<file path="config.mk">
export PLATFORM = sky130hd
export DESIGN_NAME = microsequencer
export DESIGN_NICKNAME = d
export VERILOG_FILES = /design/src/rtl/microsequencer.sv
export SDC_FILE = /design/constraint.sdc
export NUM_CORES = 1
export LEC_CHECK = 0
export ABC_AREA = 1
export CAP_MARGIN = 15
export CORE_ASPECT_RATIO = 1.1
export CORE_MARGIN = 2
export CORE_UTILIZATION = 50
export CTS_BUF_LIST = sky130_fd_sc_hd__clkbuf_2
export DETAILED_ROUTE_END_ITERATION = 12
export PLACE_DENSITY = 0.81
export SYNTH_ARGS = -nofsm -noshare
export SYNTH_HDL_FRONTEND = slang
export SYNTH_SLANG_ARGS = --single-unit
</file>
<file path="constraint.sdc">
create_clock -name clk -period 1.7 [get_ports clk]
set_input_delay 0.17 -clock clk [delete_from_list [all_inputs] [get_ports clk]]
set_output_delay 0.17 -clock clk [all_outputs]
set_load 0.05 [all_outputs]
</file>
<file path="src/rtl/microsequencer.sv">
// Microsequencer: computes the next microstore address from the current
// microword's next-state control, a selectable branch condition, a
// single-level call/return register and a wait-timeout trap.
module microsequencer #(
    parameter int unsigned TIMEOUT    = 15,
    parameter logic [6:0]  TRAP_STATE = 7'd0
) (
    input  logic       clk,
    input  logic       reset,
    input  logic [2:0] ns_ctrl,
    input  logic [1:0] cond_sel,
    input  logic       cond_inv,
    input  logic [6:0] cr,
    input  logic [6:0] enc_state,
    input  logic       moc,
    input  logic       cond_in,
    output logic [6:0] state,
    output logic       waiting,
    output logic       timeout
);

    typedef enum logic [2:0] {
        NS_DISPATCH = 3'b000,
        NS_FETCH    = 3'b001,
        NS_INC      = 3'b010,
        NS_JUMP     = 3'b011,
        NS_BRANCH   = 3'b100,
        NS_WAIT     = 3'b101,
        NS_CALL     = 3'b110,
        NS_RETURN   = 3'b111
    } ns_op_e;

    // Wait-counter value on which the next hold cycle traps instead.
    localparam logic [3:0] TRIP_CNT = 4'((TIMEOUT == 0) ? 0 : TIMEOUT - 1);

    logic [6:0] state_q, state_d;
    logic [6:0] ret_q, ret_d;
    logic [3:0] wcnt_q, wcnt_d;
    logic       timeout_q, timeout_d;

    logic       cond_src;
    logic       cond;
    logic       hold;
    logic       trap;
    logic [6:0] state_inc;
    ns_op_e     ns_op;

    assign ns_op     = ns_op_e'(ns_ctrl);
    assign state_inc = state_q + 7'd1;    // 7-bit add wraps 127 -> 0

    // Select and optionally invert the branch condition for this cycle.
    always_comb begin
        unique case (cond_sel)
            2'b00:   cond_src = moc;
            2'b01:   cond_src = cond_in;
            2'b10:   cond_src = 1'b0;
            default: cond_src = 1'b1;
        endcase
        cond = cond_src ^ cond_inv;
        hold = (ns_op == NS_WAIT) && !cond;
        trap = hold && (TIMEOUT != 0) && (wcnt_q == TRIP_CNT);
    end

    // Next-state, return-register, wait-counter and trap-flag selection.
    always_comb begin
        // NOTE: every output gets a default first so no path leaves a
        // variable unassigned, which would otherwise infer a latch.
        state_d   = state_q;
        ret_d     = ret_q;
        wcnt_d    = 4'd0;
        timeout_d = timeout_q;

        if (trap) begin
            state_d   = TRAP_STATE;
            timeout_d = 1'b1;
        end else begin
            unique case (ns_op)
                NS_DISPATCH: state_d = enc_state;
                NS_FETCH:    state_d = 7'd0;
                NS_INC:      state_d = state_inc;
                NS_JUMP:     state_d = cr;
                NS_BRANCH:   state_d = cond ? cr : state_inc;
                NS_WAIT: begin
                    if (cond) state_d = state_inc;
                    else      wcnt_d  = wcnt_q + 4'd1;
                end
                NS_CALL: begin
                    ret_d   = state_inc;
                    state_d = cr;
                end
                NS_RETURN:   state_d = ret_q;
            endcase
        end
    end

    // Register all sequencer state; synchronous reset wins over any action.
    always_ff @(posedge clk) begin
        // NOTE: non-blocking assignments so every flop samples the values
        // computed before this edge, independent of statement order.
        if (reset) begin
            state_q   <= 7'd0;
            ret_q     <= 7'd0;
            wcnt_q    <= 4'd0;
            timeout_q <= 1'b0;
        end else begin
            state_q   <= state_d;
            ret_q     <= ret_d;
            wcnt_q    <= wcnt_d;
            timeout_q <= timeout_d;
        end
    end

    assign state   = state_q;
    assign waiting = hold;
    assign timeout = timeout_q;

endmodule

</file>
# --- Word level (Yosys, flattened, before mapping) ---
# Index checks and enable logic that the tools add are counted.
op_classes:
  muxes: 4
  bitwise: 3
  n_eq_ne: 11
  addsub: 2
  reduce_logical: 9
ops:
  columns: ["cell", "count"]
  rows:
  - ["$pmux 7 s7", 1]
  - ["$mux 7", 2]
  - ["$eq 3x3->1 const B", 4]
  - ["$add 7x1->7 const B", 1]
  - ["$eq 3x2->1 const B", 2]
  - ["$add 4x1->4 const B", 1]
  - ["$eq 4x4->1 const B", 1]
  - ["$reduce_or 2->1", 2]
  - ["$reduce_or 4->1", 1]
  - ["$eq 3x1->1 const B", 1]
  - ["$logic_not 3->1", 1]
  - ["$pmux 1 s3", 1]
  - ["$eq 2x1->1 const B", 1]
  - ["$eq 2x2->1 const B", 1]
  - ["$logic_and 1x1->1", 2]
  - ["$logic_not 2->1", 1]
  - ["$ne 2x2->1 const B", 1]
  - ["$not 1->1", 2]
  - ["$reduce_and 2->1", 1]
  - ["$logic_not 1->1", 1]
  - ["$xor 1x1->1", 1]
word_totals:
  regBits: 19
  inputBits: 24

# --- Depth between registers and ports, before layout ---
depth:
  word_depth: 8
  ltp_mapped: 11
  ltp_nobuf: 11

# --- Worst setup path after synthesis ---
# No wires, ideal clock.
synth_path:
  path_kind: "flip-flop to flip-flop"
  from: "reg state_q[0], in the netlist state[0]"
  to: "reg ret_q[6]"
  t_arrival_ns: 1.630
  setup_time_ns: 0.115
  period_less_slack_ns: 1.745
  n_path_buf: 0
  setup_slack_ns: -0.045
  path_stages_with_launch: 9
  path_cell_list: "dfxtp_1 > ha_1 > nand4_1 > nor2_1 > xor2_1 > o21ai_0 > inv_1 > o21ai_0 > inv_1"
synth_between:
  elab_chain_cells: 1
synth_lines:
  columns: ["element", "line", "rtl"]
  rows:
  - ["start: declaration", "36", "logic [6:0] state_q, state_d;"]
  - ["start signal: assignment", "106", "state_q <= state_d;"]
  - ["$add 7x1->7", "49", "assign state_inc = state_q + 7'd1;"]
  - ["end signal: assignment", "107", "ret_q <= ret_d;"]
  - ["end: declaration", "37", "logic [6:0] ret_q, ret_d;"]
# No other way between the ends.
# A chain may end at the register's enable or synchronous reset.

# --- Worst setup path after layout ---
layout_path:
  from: "reg timeout_q, in the netlist timeout"
  to: "out timeout"
layout_rtl:
  columns: ["element", "line", "rtl"]
  rows:
  - ["start: declaration", "39", "logic timeout_q, timeout_d;"]
  - ["start signal: assignment", "109", "timeout_q <= timeout_d;"]
  - ["end: declaration", "19", "output logic timeout"]
# No word-level cell between the ends.

==> results.json <==
{
  "fp.dieH_um": 57.48,
  "timing.final.crit_share_pct": 98.11,
  "grt_max_degree": 12,
  "clock-root-buffer": "clkbuf_2",
  "cts_tree": "yes",
  "regArea_um2": 382.9,
  "p_per_area_nw_per_um2": 589.4,
  "grt_antenna_before_repair": 0,
  "drt-initial-drc-count": 25,
  "track_usage_pct": 22.12,
  "path_delay_family": "buffers and inverters",
  "synth_simple_gate_area_share_pct": 43.41,
  "synth_compound_area_share_pct": 9.143,
  "crit_path_top_delay_cell": "clkdlybuf4s50_1",
  "routed-via-count": 1358,
  "post_cts_buffers": 0,
  "slowest_delay_ns": 0.81,
  "fmax_ghz": 0.5996,
  "finalHoldViolCount": 0,
  "synth_cells": 205,
  "dpl.cell_count": 278,
  "cts_hold_buf": 0,
  "hp-class": "primary input to flop",
  "cp-start-kind": "flop",
  "htreeDepth": 1,
  "io_buffers": 32,
  "crit_chain": "clkdlybuf4s50_1",
  "rsz0062_at_grt": "no",
  "initial_core_util_pct": 52.08,
  "crit_type": "flop to output port",
  "synth_top_family_by_area": "simple AND/OR/NAND/NOR gates",
  "cts_resized": 0,
  "wl_per_cell_um": 10.75,
  "p_leak_uw": 0.0009193,
  "synth_xor_xnor_area_share_pct": 3.369,
  "setup_ws_ns": 0.03220,
  "tightest_slew_ns": 0.4973,
  "rows": 19,
  "synth_seq_cells": 19,
  "cp-end-kind": "output port",
  "final-setup-viol-count": 0,
  "synth_warnings": 0,
  "drtAntennaViolNets": 0,
  "globalplace.congestion": 0.8438,
  "outcome": "complete, no violations",
  "syn_avg_cell_area_um2": 6.341,
  "vias_per_cell": 4.816,
  "die_w_um": 52.62,
  "drv_cap": 0,
  "clk_pin_slew_ns": 0.18,
  "worst_skew_pair.late_latency_ns": 0.32,
  "io_pins": 33,
  "fillCellCount": 254,
  "relSlewSlack_pct": 66.74,
  "yosysSeqAreaShare_pct": 29.26,
  "synth_adder_area_share_pct": 2.887,
  "clk_path_buf_depth": 2,
  "synth.area.mux_share_pct": 0,
  "crit_arrival_ns": 1.50,
  "area_delta_synth_final_pct": 35.61,
  "grt_pass1_wl_um": 5188,
  "cts_buffers": 3,
  "period_minus_slack_ns": 1.668,
  "crit_buf_inv": 1,
  "first_pass_iters": 4,
  "netlist_area_um2": 1300,
  "layout-drive-gt1-share_pct": 18.73,
  "diodes": 0,
  "finalPower_uw": 1039,
  "fin_setup_tns_ns": 0,
  "synth_nets": 232,
  "maxSlewViolCount": 0,
  "fin_area_um2": 1763,
  "cts_sinks": 19,
  "crit_required_ns": 1.53,
  "cp_max_fo": 2,
  "multi_input_area_um2": 779.5,
  "finalNonFillerCells": 282,
  "die_area_um2": 3024,
  "drc": 0,
  "fin_nets": 279,
  "fin_skew_ns": 0.01094,
  "overflow": 0,
  "route.final.wire_length_um": 3031,
  "place_worst_setup_slack_ns": -0.07104,
  "vdd_drop_max_mv": 0.5276,
  "placedInstanceArea_um2": 1728,
  "grt_pass1_vias": 1236,
  "synth_cell_types": 26,
  "hpwl_um": 2489,
  "core_area_um2": 2496
}
layout by cell type, fill, tap and decap left out, types with 3 or more instances in the layout:
master,Yosys,layout
clkbuf_2,0,4
dfxtp_1,19,17
nand2_1,54,52
nor3_1,3,3
xor2_1,4,4
a21oi_1,9,9
o21ai_0,13,13
clkdlybuf4s50_1,0,24
buf_4,1,20
nor2_2,5,6
nand4_1,6,6
inv_1,33,33
nand3_1,18,18
nor2_1,21,20
ha_1,3,3
nand2_2,1,3
where the power goes:
group / leakage (uW) / switching, uW / internal [uW] / total, uW
Combinational: 0.000747 / 198 / 146 / 344
Sequential: 0.000156 / 22.7 / 470 / 493
Clock: 0.0000166 / 140 / 62.3 / 202
Total: 0.000919 / 360 / 679 / 1040
path summary, 6_finish.rpt:
check	startpoint	endpoint	slack (ns)	cells after the start
setup / recovery	timeout	timeout	0.03	1
setup reg to reg	state[1]	ret_q[6]	0.27	8
hold / removal	reset	timeout	0.39	2
hold reg to reg	timeout	timeout	0.47	2
stage by stage:
stage,hold slack (ns),utilization [%]
4_1_cts,0.3993,70.03
3_5_place_dp,0.4531,69.22
5_1_grt,0.3838,70.63
6_report,0.3866,70.63
3_3_place_gp,0.4574,69.22
2_1_floorplan,0.2391,-
synthesized netlist by cell type (all sizes together):
master  number  area, um^2
nor2        28       141.4
nand2       57       231.5
nor3         4       31.28
and3         1       6.260
inv         35       131.4
nand4        6       37.54
ha           3       37.54
xnor2        1       8.760
or2          1       6.260
o21ai       14       73.82
nand3       20       110.1
buf          3       23.77
dfxtp       19       380.4
a21oi        9       45.04
xor2         4       35.03
logic make-up (layout without fill, tap and decap cells):
logic type	after synthesis	after routing
AOI/OAI and AO/OA	23	23
xor gates and xnor gates	5	5
adders and majority gates	3	3
buffers and inverters	38	84
DFF	19	19
and+or+nand+nor	117	117
cell type report:
cell class	instances	share of cell area [%]
multi-input cells	148	44.22
repair buffers	45	23.28
flip-flops and latches	19	21.72
inverters	35	7.452
well taps	31	2.200
clock buffers	4	1.136
sequential cells by signal, indices dropped and copies added (netlist names):
name and count:
ret_q 7, timeout 1, state 7, wcnt_q 4
metal layers:
| metal | GRT usage, % | up-vias | share of wire, % |
|---|---|---|---|
| met3 | 3.665 | 7 | 5.0 |
| met4 | 6.227 | 0 | 1.4 |
| li1 | - | 738 | - |
| met1 | 28.10 | 582 | 47 |
| met2 | 38.04 | 31 | 47 |
| met5 | 0 | - | 0 |
worst reg2reg max path, delay by kind of cell (launching register included):
kind	cells	cell delay (ns)
buffers and inverters	2	0.11
XOR/XNOR	1	0.20
flip-flops	1	0.41
AND/OR/NAND/NOR	2	0.26
adder cells (fa/ha/maj)	1	0.22
AO/OA/AOI/OAI	2	0.17
No activity file was read; power rests on OpenSTA's default activity.
